--- src/rtl/exu_bp_stall_ctl_pkg.sv ---
// Shared types for the EXU branch issue-stall sequencer.
//   bp_stall_state_t  : sequencer states (IDLE / WAIT / PAD)
//   BPS_MIN_STALL_DEF : default minimum stall per branch, in cycles
package exu_bp_stall_ctl_pkg;

  typedef enum logic [1:0] {
    BPS_IDLE = 2'd0,
    BPS_WAIT = 2'd1,
    BPS_PAD  = 2'd2
  } bp_stall_state_t;

  localparam int BPS_MIN_STALL_DEF = 4;

endpackage

--- src/rtl/exu_bp_stall_ctl_if.sv ---
// Issue-control / branch-resolution bundle for exu_bp_stall_ctl.
//   master : decode issue control + primary ALU side (drives events, sees stall)
//   slave  : the stall sequencer
// Signals:
//   freeze, flush           pipeline freeze / lower flush
//   br_issue                branch issued to the primary ALU
//   res_valid, res_flush    branch resolved / resolution redirected
//   issue_stall, stall_done hold younger issue / normal release pulse
//   stat_branch/misp/pad    statistics counters (STAT_W bits each)
//   wdog_err                sticky watchdog error
interface exu_bp_stall_ctl_if #(
  parameter int STAT_W = 32
);

  logic              freeze;
  logic              flush;
  logic              br_issue;
  logic              res_valid;
  logic              res_flush;
  logic              issue_stall;
  logic              stall_done;
  logic [STAT_W-1:0] stat_branch;
  logic [STAT_W-1:0] stat_misp;
  logic [STAT_W-1:0] stat_pad;
  logic              wdog_err;

  modport master (
    output freeze, flush, br_issue, res_valid, res_flush,
    input  issue_stall, stall_done, stat_branch, stat_misp, stat_pad, wdog_err
  );

  modport slave (
    input  freeze, flush, br_issue, res_valid, res_flush,
    output issue_stall, stall_done, stat_branch, stat_misp, stat_pad, wdog_err
  );

endinterface

--- src/rtl/exu_bp_stall_ctl.sv ---
// exu_bp_stall_ctl: issue-stall sequencer for the no-branch-prediction EXU build.
// Every branch issued to the primary ALU holds younger issue until it resolves,
// and the stall is padded to at least MIN_STALL cycles so branch cost does not
// depend on the outcome.
// Ports:
//   clk  : core clock
//   rst  : asynchronous active-high reset
//   bus  : exu_bp_stall_ctl_if.slave (issue/resolution events, stall, stats)
// Optional feature: define RV_BP_STALL_WDOG_EN to build the WAIT watchdog
// (WDOG_CYC cycles); otherwise wdog_err is tied to 0.
module exu_bp_stall_ctl
  import exu_bp_stall_ctl_pkg::*;
#(
  parameter int MIN_STALL = BPS_MIN_STALL_DEF,
  parameter int CNT_W     = 6,
  parameter int STAT_W    = 32,
  parameter int WDOG_CYC  = 63
) (
  input  logic                     clk,
  input  logic                     rst,
  exu_bp_stall_ctl_if.slave        bus
);

  localparam logic [CNT_W:0]    MIN_EXT  = (CNT_W+1)'(MIN_STALL);
  localparam logic [CNT_W-1:0]  CNT_ONE  = {{(CNT_W-1){1'b0}}, 1'b1};
  localparam logic [STAT_W-1:0] STAT_ONE = {{(STAT_W-1){1'b0}}, 1'b1};

  // Reject out-of-range configurations at elaboration.
  if (MIN_STALL < 1 || MIN_STALL > (2**CNT_W) - 1 ||
      WDOG_CYC < 1 || WDOG_CYC > (2**CNT_W) - 1) begin : g_bad_cfg
    $error("exu_bp_stall_ctl: MIN_STALL/WDOG_CYC out of range for CNT_W");
  end

  function automatic logic [CNT_W-1:0] sat_inc(input logic [CNT_W-1:0] v);
    return (&v) ? v : v + CNT_ONE;
  endfunction

  bp_stall_state_t   state;
  logic [CNT_W-1:0]  cnt;
  logic [CNT_W:0]    cnt_p1;
  logic              min_met;
  logic              pad_last;
  logic              br_accept;
  logic              wdog_hit;
  logic [STAT_W-1:0] stat_branch;
  logic [STAT_W-1:0] stat_misp;
  logic [STAT_W-1:0] stat_pad;

  // cnt+1 is evaluated one bit wider so a saturated counter still compares correctly.
  assign cnt_p1    = {1'b0, cnt} + {{CNT_W{1'b0}}, 1'b1};
  assign min_met   = (cnt_p1 >= MIN_EXT);
  assign pad_last  = (cnt_p1 == MIN_EXT);
  assign br_accept = (state == BPS_IDLE) && bus.br_issue && !bus.flush;

`ifdef RV_BP_STALL_WDOG_EN
  assign wdog_hit = (state == BPS_WAIT) && !bus.flush && !bus.res_valid &&
                    (cnt == CNT_W'(WDOG_CYC));
`else
  assign wdog_hit = 1'b0;
`endif

  // Stall decodes from the registered state only; release pulse is same-cycle
  // with the resolving event so issue resumes on the following cycle.
  assign bus.issue_stall = (state != BPS_IDLE);
  assign bus.stall_done  = !bus.freeze && !bus.flush &&
                           (((state == BPS_WAIT) && bus.res_valid && min_met) ||
                            ((state == BPS_PAD) && pad_last));

  always_ff @(posedge clk or posedge rst) begin
    if (rst) begin
      state <= BPS_IDLE;
      cnt   <= '0;
    end else if (!bus.freeze) begin
      case (state)
        BPS_IDLE: begin
          if (br_accept) begin
            state <= BPS_WAIT;
            cnt   <= '0;
          end
        end
        BPS_WAIT: begin
          cnt <= sat_inc(cnt);
          if (bus.flush)          state <= BPS_IDLE;
          else if (bus.res_valid) state <= min_met ? BPS_IDLE : BPS_PAD;
          else if (wdog_hit)      state <= BPS_IDLE;
        end
        BPS_PAD: begin
          cnt <= sat_inc(cnt);
          if (bus.flush || pad_last) state <= BPS_IDLE;
        end
        default: state <= BPS_IDLE;
      endcase
    end
  end

  always_ff @(posedge clk or posedge rst) begin
    if (rst) begin
      stat_branch <= '0;
      stat_misp   <= '0;
      stat_pad    <= '0;
    end else if (!bus.freeze) begin
      if (br_accept)
        stat_branch <= stat_branch + STAT_ONE;
      if ((state == BPS_WAIT) && !bus.flush && bus.res_valid && bus.res_flush)
        stat_misp <= stat_misp + STAT_ONE;
      if (state == BPS_PAD)
        stat_pad <= stat_pad + STAT_ONE;
    end
  end

  assign bus.stat_branch = stat_branch;
  assign bus.stat_misp   = stat_misp;
  assign bus.stat_pad    = stat_pad;

`ifdef RV_BP_STALL_WDOG_EN
  logic wdog_err;
  always_ff @(posedge clk or posedge rst) begin
    if (rst)                      wdog_err <= 1'b0;
    else if (!bus.freeze && wdog_hit) wdog_err <= 1'b1;
  end
  assign bus.wdog_err = wdog_err;
`else
  assign bus.wdog_err = 1'b0;
`endif

  // A new branch may only be issued while no stall is active.
  a_no_issue_in_stall: assert property (@(posedge clk) disable iff (rst)
    !(bus.br_issue && (state != BPS_IDLE)))
    else $error("exu_bp_stall_ctl: br_issue while stall active");

endmodule

--- src/flat_wrapper.sv ---
// flat-port wrapper written by rule: the top's interface ports become plain ports
module exu_bp_stall_ctl_flat import exu_bp_stall_ctl_pkg::*;
#(
  parameter int MIN_STALL = BPS_MIN_STALL_DEF,
  parameter int CNT_W     = 6,
  parameter int STAT_W    = 32,
  parameter int WDOG_CYC  = 63
)
  (clk, rst, bus_freeze, bus_flush, bus_br_issue, bus_res_valid, bus_res_flush, bus_issue_stall, bus_stall_done, bus_stat_branch, bus_stat_misp, bus_stat_pad, bus_wdog_err);
  exu_bp_stall_ctl_if #(.STAT_W(STAT_W)) bus_i ();
  input  logic clk;
  input  logic rst;
  input wire logic [$bits(bus_i.freeze)-1:0] bus_freeze;
  input wire logic [$bits(bus_i.flush)-1:0] bus_flush;
  input wire logic [$bits(bus_i.br_issue)-1:0] bus_br_issue;
  input wire logic [$bits(bus_i.res_valid)-1:0] bus_res_valid;
  input wire logic [$bits(bus_i.res_flush)-1:0] bus_res_flush;
  output wire logic [$bits(bus_i.issue_stall)-1:0] bus_issue_stall;
  output wire logic [$bits(bus_i.stall_done)-1:0] bus_stall_done;
  output wire logic [$bits(bus_i.stat_branch)-1:0] bus_stat_branch;
  output wire logic [$bits(bus_i.stat_misp)-1:0] bus_stat_misp;
  output wire logic [$bits(bus_i.stat_pad)-1:0] bus_stat_pad;
  output wire logic [$bits(bus_i.wdog_err)-1:0] bus_wdog_err;
  assign bus_i.freeze = bus_freeze;
  assign bus_i.flush = bus_flush;
  assign bus_i.br_issue = bus_br_issue;
  assign bus_i.res_valid = bus_res_valid;
  assign bus_i.res_flush = bus_res_flush;
  assign bus_issue_stall = bus_i.issue_stall;
  assign bus_stall_done = bus_i.stall_done;
  assign bus_stat_branch = bus_i.stat_branch;
  assign bus_stat_misp = bus_i.stat_misp;
  assign bus_stat_pad = bus_i.stat_pad;
  assign bus_wdog_err = bus_i.wdog_err;
  exu_bp_stall_ctl #(.MIN_STALL(MIN_STALL), .CNT_W(CNT_W), .STAT_W(STAT_W), .WDOG_CYC(WDOG_CYC)) u_core (.clk(clk), .rst(rst), .bus(bus_i));
endmodule
--- config.mk ---
export PLATFORM = sky130hd
export DESIGN_NAME = exu_bp_stall_ctl_flat
export DESIGN_NICKNAME = d
export VERILOG_FILES = /design/src/rtl/exu_bp_stall_ctl_pkg.sv /design/src/rtl/exu_bp_stall_ctl_if.sv /design/src/rtl/exu_bp_stall_ctl.sv /design/src/flat_wrapper.sv
export SDC_FILE = /design/constraint.sdc
export NUM_CORES = 1
export LEC_CHECK = 0
export CAP_MARGIN = 20
export CORE_MARGIN = 1
export CORE_UTILIZATION = 55
export CTS_CLUSTER_DIAMETER = 60
export DETAILED_ROUTE_END_ITERATION = 12
export PLACE_DENSITY_LB_ADDON = 0.3
export SYNTH_ARGS = -nofsm -noshare
export SYNTH_HDL_FRONTEND = slang
export SYNTH_SLANG_ARGS = --single-unit
--- constraint.sdc ---
create_clock -name clk -period 8.7 [get_ports clk]
set_input_delay 2.61 -clock clk [delete_from_list [all_inputs] [get_ports clk]]
set_output_delay 2.61 -clock clk [all_outputs]
set_load 0.005 [all_outputs]
Word-level counts from Yosys, hierarchy flattened
Cells that the tools add are included.
- flip-flop bits (word level): 104
- input port bits: 7
- output and inout bits: 99
- word-level logic and storage cells: 52
- add/subtract/negate cells: 5
- magnitude comparators: 1
- eq/ne operators: 7
- multiplexer cells: 9
- bitwise gates (word level): 1
- reduce and logical (&&, ||, !) cells: 24
- operator list (cell ; count):
    $add 32x1->32 const B ; 3
    $mux 6 ; 2
    $pmux 6 s2 ; 1
    $logic_and 1x1->1 ; 10
    $mux 2 ; 5
    $reduce_and 4->1 ; 2
    $add 6x1->7 const B ; 1
    $eq 7x3->1 const B ; 1
    $ge 7x3->1 const B ; 1
    $add 6x1->6 const B ; 1
    $pmux 2 s3 ; 1
    $reduce_and 2->1 ; 3
    $reduce_and 6->1 ; 1
    $ne 2x2->1 const B ; 2
    $reduce_bool 2->1 ; 2
    $ne 3x3->1 const B ; 1
    $eq 2x1->1 const B ; 1
    $eq 2x2->1 const B ; 1
    $logic_not 1->1 ; 2
    $logic_not 2->1 ; 1
    $logic_or 1x1->1 ; 2
    $ne 2x1->1 const B ; 1
    $reduce_or 2->1 ; 1
    $not 1->1 ; 1

Depth between registers and ports, before layout
- word-level depth: 6
- gate-level depth with buffers: 8
- depth with buffers taken out: 7

Worst setup path before layout
OpenSTA, ideal clock, no wires.
- path type: input -> output
- from: in bus_res_valid
- to: out bus_stall_done
- arrival: 2.855 ns
- required time: 6.090 ns
- path slack: 3.235 ns
- cell stages on the path: 2
- path buffers: 0
- cells stage by stage: a32oi_1 -> nor3_1
- word-level cells in the longest chain between the ends: 4
- RTL lines (what ; line ; source):
    start: declaration ; flat_wrapper.sv:16 ; input wire logic [$bits(bus_i.res_valid)-1:0] bus_res_valid;
    $logic_and 1x1->1 (2 in a row) ; exu_bp_stall_ctl.sv:66 ; (((state == BPS_WAIT) && bus.res_valid && min_met) ||
    $logic_or 1x1->1 ; exu_bp_stall_ctl.sv:66 ;
    $logic_and 1x1->1 ; exu_bp_stall_ctl.sv:65 ; assign bus.stall_done = !bus.freeze && !bus.flush &&
    end: declaration ; flat_wrapper.sv:19 ; output wire logic [$bits(bus_i.stall_done)-1:0] bus_stall_done;
No other way between the ends.

Final worst setup path
Same ends and word-level chain as after synthesis.

==> summary.txt <==
Floorplan
  – Die height: 96.28 um
  – Initial core utilization: 0.5633
  – Full die area: 0.009269 mm^2
  – DIE WIDTH: 96.28 um
  – # rows: 34
  – Top Ports: 106
  – Core area: 0.008678 mm^2

Routing
  – Total wire length: 9849 um
  – Pre-Repair DR Iteration Count: 6
  – Initial DRC count: 111
  – Via count: 3661
  – ANT nets after route: 0
  – Drt via density: 5.489
  – DR WL/cell: between 10 and 15 um
  – DRC Markers: 0

Run
  – Max Cap Viol: 0

Finish
  – Nets@finish: 568
  – Syn-to-layout area delta: 28.87%
  – Antenna Cells: 0
  – Layout cells sized above 1: 0.06798
  – Fin cells: 667
  – Cell area after layout: 0.006300 mm^2

CTS
  – CTS resizes: 0
  – Worst-skew pair later-pin latency: 0.36 ns
  – CTS tree: built
  – CTS root buf: clkbuf_8
  – Hold_buf cts: 0
  – Clock Path Buffers: 2
  – Register clock-pin slew on the reported worst setup and hold paths: 0.10 ns
  – Clock tree sinks: roughly 100
  – Post-CTS setup buffers: 0
  – Total CTS buffers: 9
  – Htree depth: 3

Setup path
  – Worst setup EP type: primary output
  – Crit path launch type: input port
  – CP Data Arrival Time: roughly 4 ns
  – CP Class: in2out
  – Crit Path Max Fanout: 3
  – Critical Path RT: 6.09 ns

Logic synthesis
  – Seq/Total Area, Yosys: 0.5324
  – Commonest cells in the netlist: 104 x dfrtp_1, 65 x xnor2_1, 40 x nand3_1
  – Warnings from Yosys: 0
  – Most numerous cell in the Yosys netlist: dfrtp_1
  – Synth Instances: 444
  – Syn Area/Cell: 11.01 um^2
  – Synthesized cell area: 0.004888 mm^2
  – Yosys reg bits: roughly 100
  – Synth area leader: dfrtp_1
  – Synth top area share: 0.5324
  – Netlist cell types: 45
  – Async SR Flop Fraction: 1.000
  – Number of synthesized flops with an enable pin: 0
  – Largest cells by area after synthesis: dfrtp_1 53%, xnor2_1 12%, xor2_1 5.2%, nand3_1 4.1%, nand4_1 3.3%
  – Main flop type after synthesis: dfrtp_1
  – Net Count, Synth: 458

Timing
  – Worst-margin pin slew: 0.5488 ns
  – Final count of pins violating max slew: 0
  – Final Hold Fails: 0
  – Final TNS setup: 0 ns
  – Final setup vio count: 0
  – Period utilization: 0.7468
  – Fmax: 153.9 MHz
  – Min Clock Period, post-route: between 6 and 7 ns
  – Clock Skews: 0.01928 ns
  – Worst Hold Slack: 0.4720 ns
  – Worst slew margin: 0.6331
  – RSZ-0062 raised after global routing: no

Pwr
  – Leakage power: 2.842 nW
  – Overall power: approximately 1.1 mW
  – Power per cell area: 170.8 mW/mm^2
  – VDD IR max: 0.0001248 V

Global route
  – Met2 GRT Util: 0.3694
  – GR Util met1: 0.2968
  – Overall routing resource usage: 0.2247
  – Vias in the first global route: ~3400
  – First-pass GRT wire length: 15960 um
  – Overflow after GRT: 0
  – Busiest grt layer: met2
  – Initial antenna violation count: 0
  – Grt met3 use: 0.05371
  – Pin count of the biggest net entering global routing: 83

Place
  – Hpwl dp: 7166 um
  – Placed Cells incl. Taps: 650
  – Port Buf Inserts: 104
  – Cell Area, Placed: 0.006045 mm^2
  – Gpl congestion: roughly 0.80

Hold path
  – Hold Crit Class: reg2reg

Run status
  – Status: finished, final reports clean
==> final cells by class <==
type / instances / area [um^2]
Sequential cell: 104 / 2603
Fill cell: 650 / 2379
Multi-Input combinational cell: 314 / 2181
Timing Repair Buffer: 107 / 1084
Clock buffer: 10 / 137.6
Tap cell: 108 / 135.1
Clock inverter: 6 / 90.09
Inverter: 18 / 70.07
==> path summary, 6_finish.rpt <==
kind | startpoint | endpoint | slack, ns | cells after the start
worst max-delay path | bus_res_valid | bus_stall_done | 2.20 | 4
worst min-delay path | u_core.bus.stat_branch[31] | u_core.bus.stat_branch[31] | 0.47 | 1
worst max register to register | u_core.state[0] | u_core.bus.stat_branch[20] | 6.48 | 8
worst min register to register | u_core.bus.stat_branch[31] | u_core.bus.stat_branch[31] | 0.47 | 1
max in group asynchronous | rst | u_core.bus.stat_branch[0] | 5.27 | 4
min in group asynchronous | rst | u_core.cnt[2] | 2.54 | 2
==> registers in the layout (all words and copies together), names as in the netlist <==
name                    cells
u_core.bus.stat_branch     32
u_core.bus.stat_misp       32
u_core.bus.stat_pad        32
u_core.cnt                  6
u_core.state                2
==> layout by cell type, fill, tap and decap left out, types with 2 or more instances in the layout <==
cell / count
clkdlybuf4s50_1: 104
dfrtp_1: 104
xnor2_1: 65
nand3_1: 40
nand2_1: 35
xor2_1: 29
nand4_1: 26
nor2_1: 24
and3_1: 20
inv_1: 17
clkbuf_8: 10
nor3_1: 9
and4_1: 9
nor4_1: 7
ha_1: 7
o21ai_0: 4
mux2i_1: 3
nor2_2: 2
a21o_1: 2
nor3_4: 2
nand4_2: 2
nor3_2: 2
mux2_2: 2
nor2b_1: 2
nand2b_1: 2
o22ai_1: 2
bufinv_16: 2
buf_4: 2
==> cell families (layout without fill, tap and decap cells) <==
group           after synthesis  after routing  synth area share
other cells                   1              1         0.0007671
flops                       104            104            0.5324
buf+inv                      26            141           0.02150
mux                           5              5           0.01075
simple gates                194            194            0.2301
xor+xnor                     94             94            0.1684
fa+ha+maj                     7              7           0.01792
compound gates               13             13           0.01817
==> per-stage QoR <==
step	setup slack, ns	utilization
floorplan	3.235	-
global placement	2.233	0.6965
detailed placement	2.222	0.6965
CTS	2.202	0.7228
global route	2.130	0.7259
finish	2.203	0.7259
==> metal layers <==
metal,vias up,share of wire
met5,-,0
met4,0,0.0095
met3,11,0.045
met2,84,0.49
met1,1811,0.46
li1,1755,-
==> worst max-delay path, cell delays in order <==
cell and delay (ns):
clkdlybuf4s50_1 0.50, a32oi_1 0.11, nor3_1 0.15, clkdlybuf4s50_1 0.53
==> power by group <==
group,internal (mW),total [mW],switching (mW)
clock network,0.171,0.333,0.162
logic,0.0999,0.189,0.0894
registers,0.516,0.554,0.0382
No activity file was read; power rests on OpenSTA's default activity.
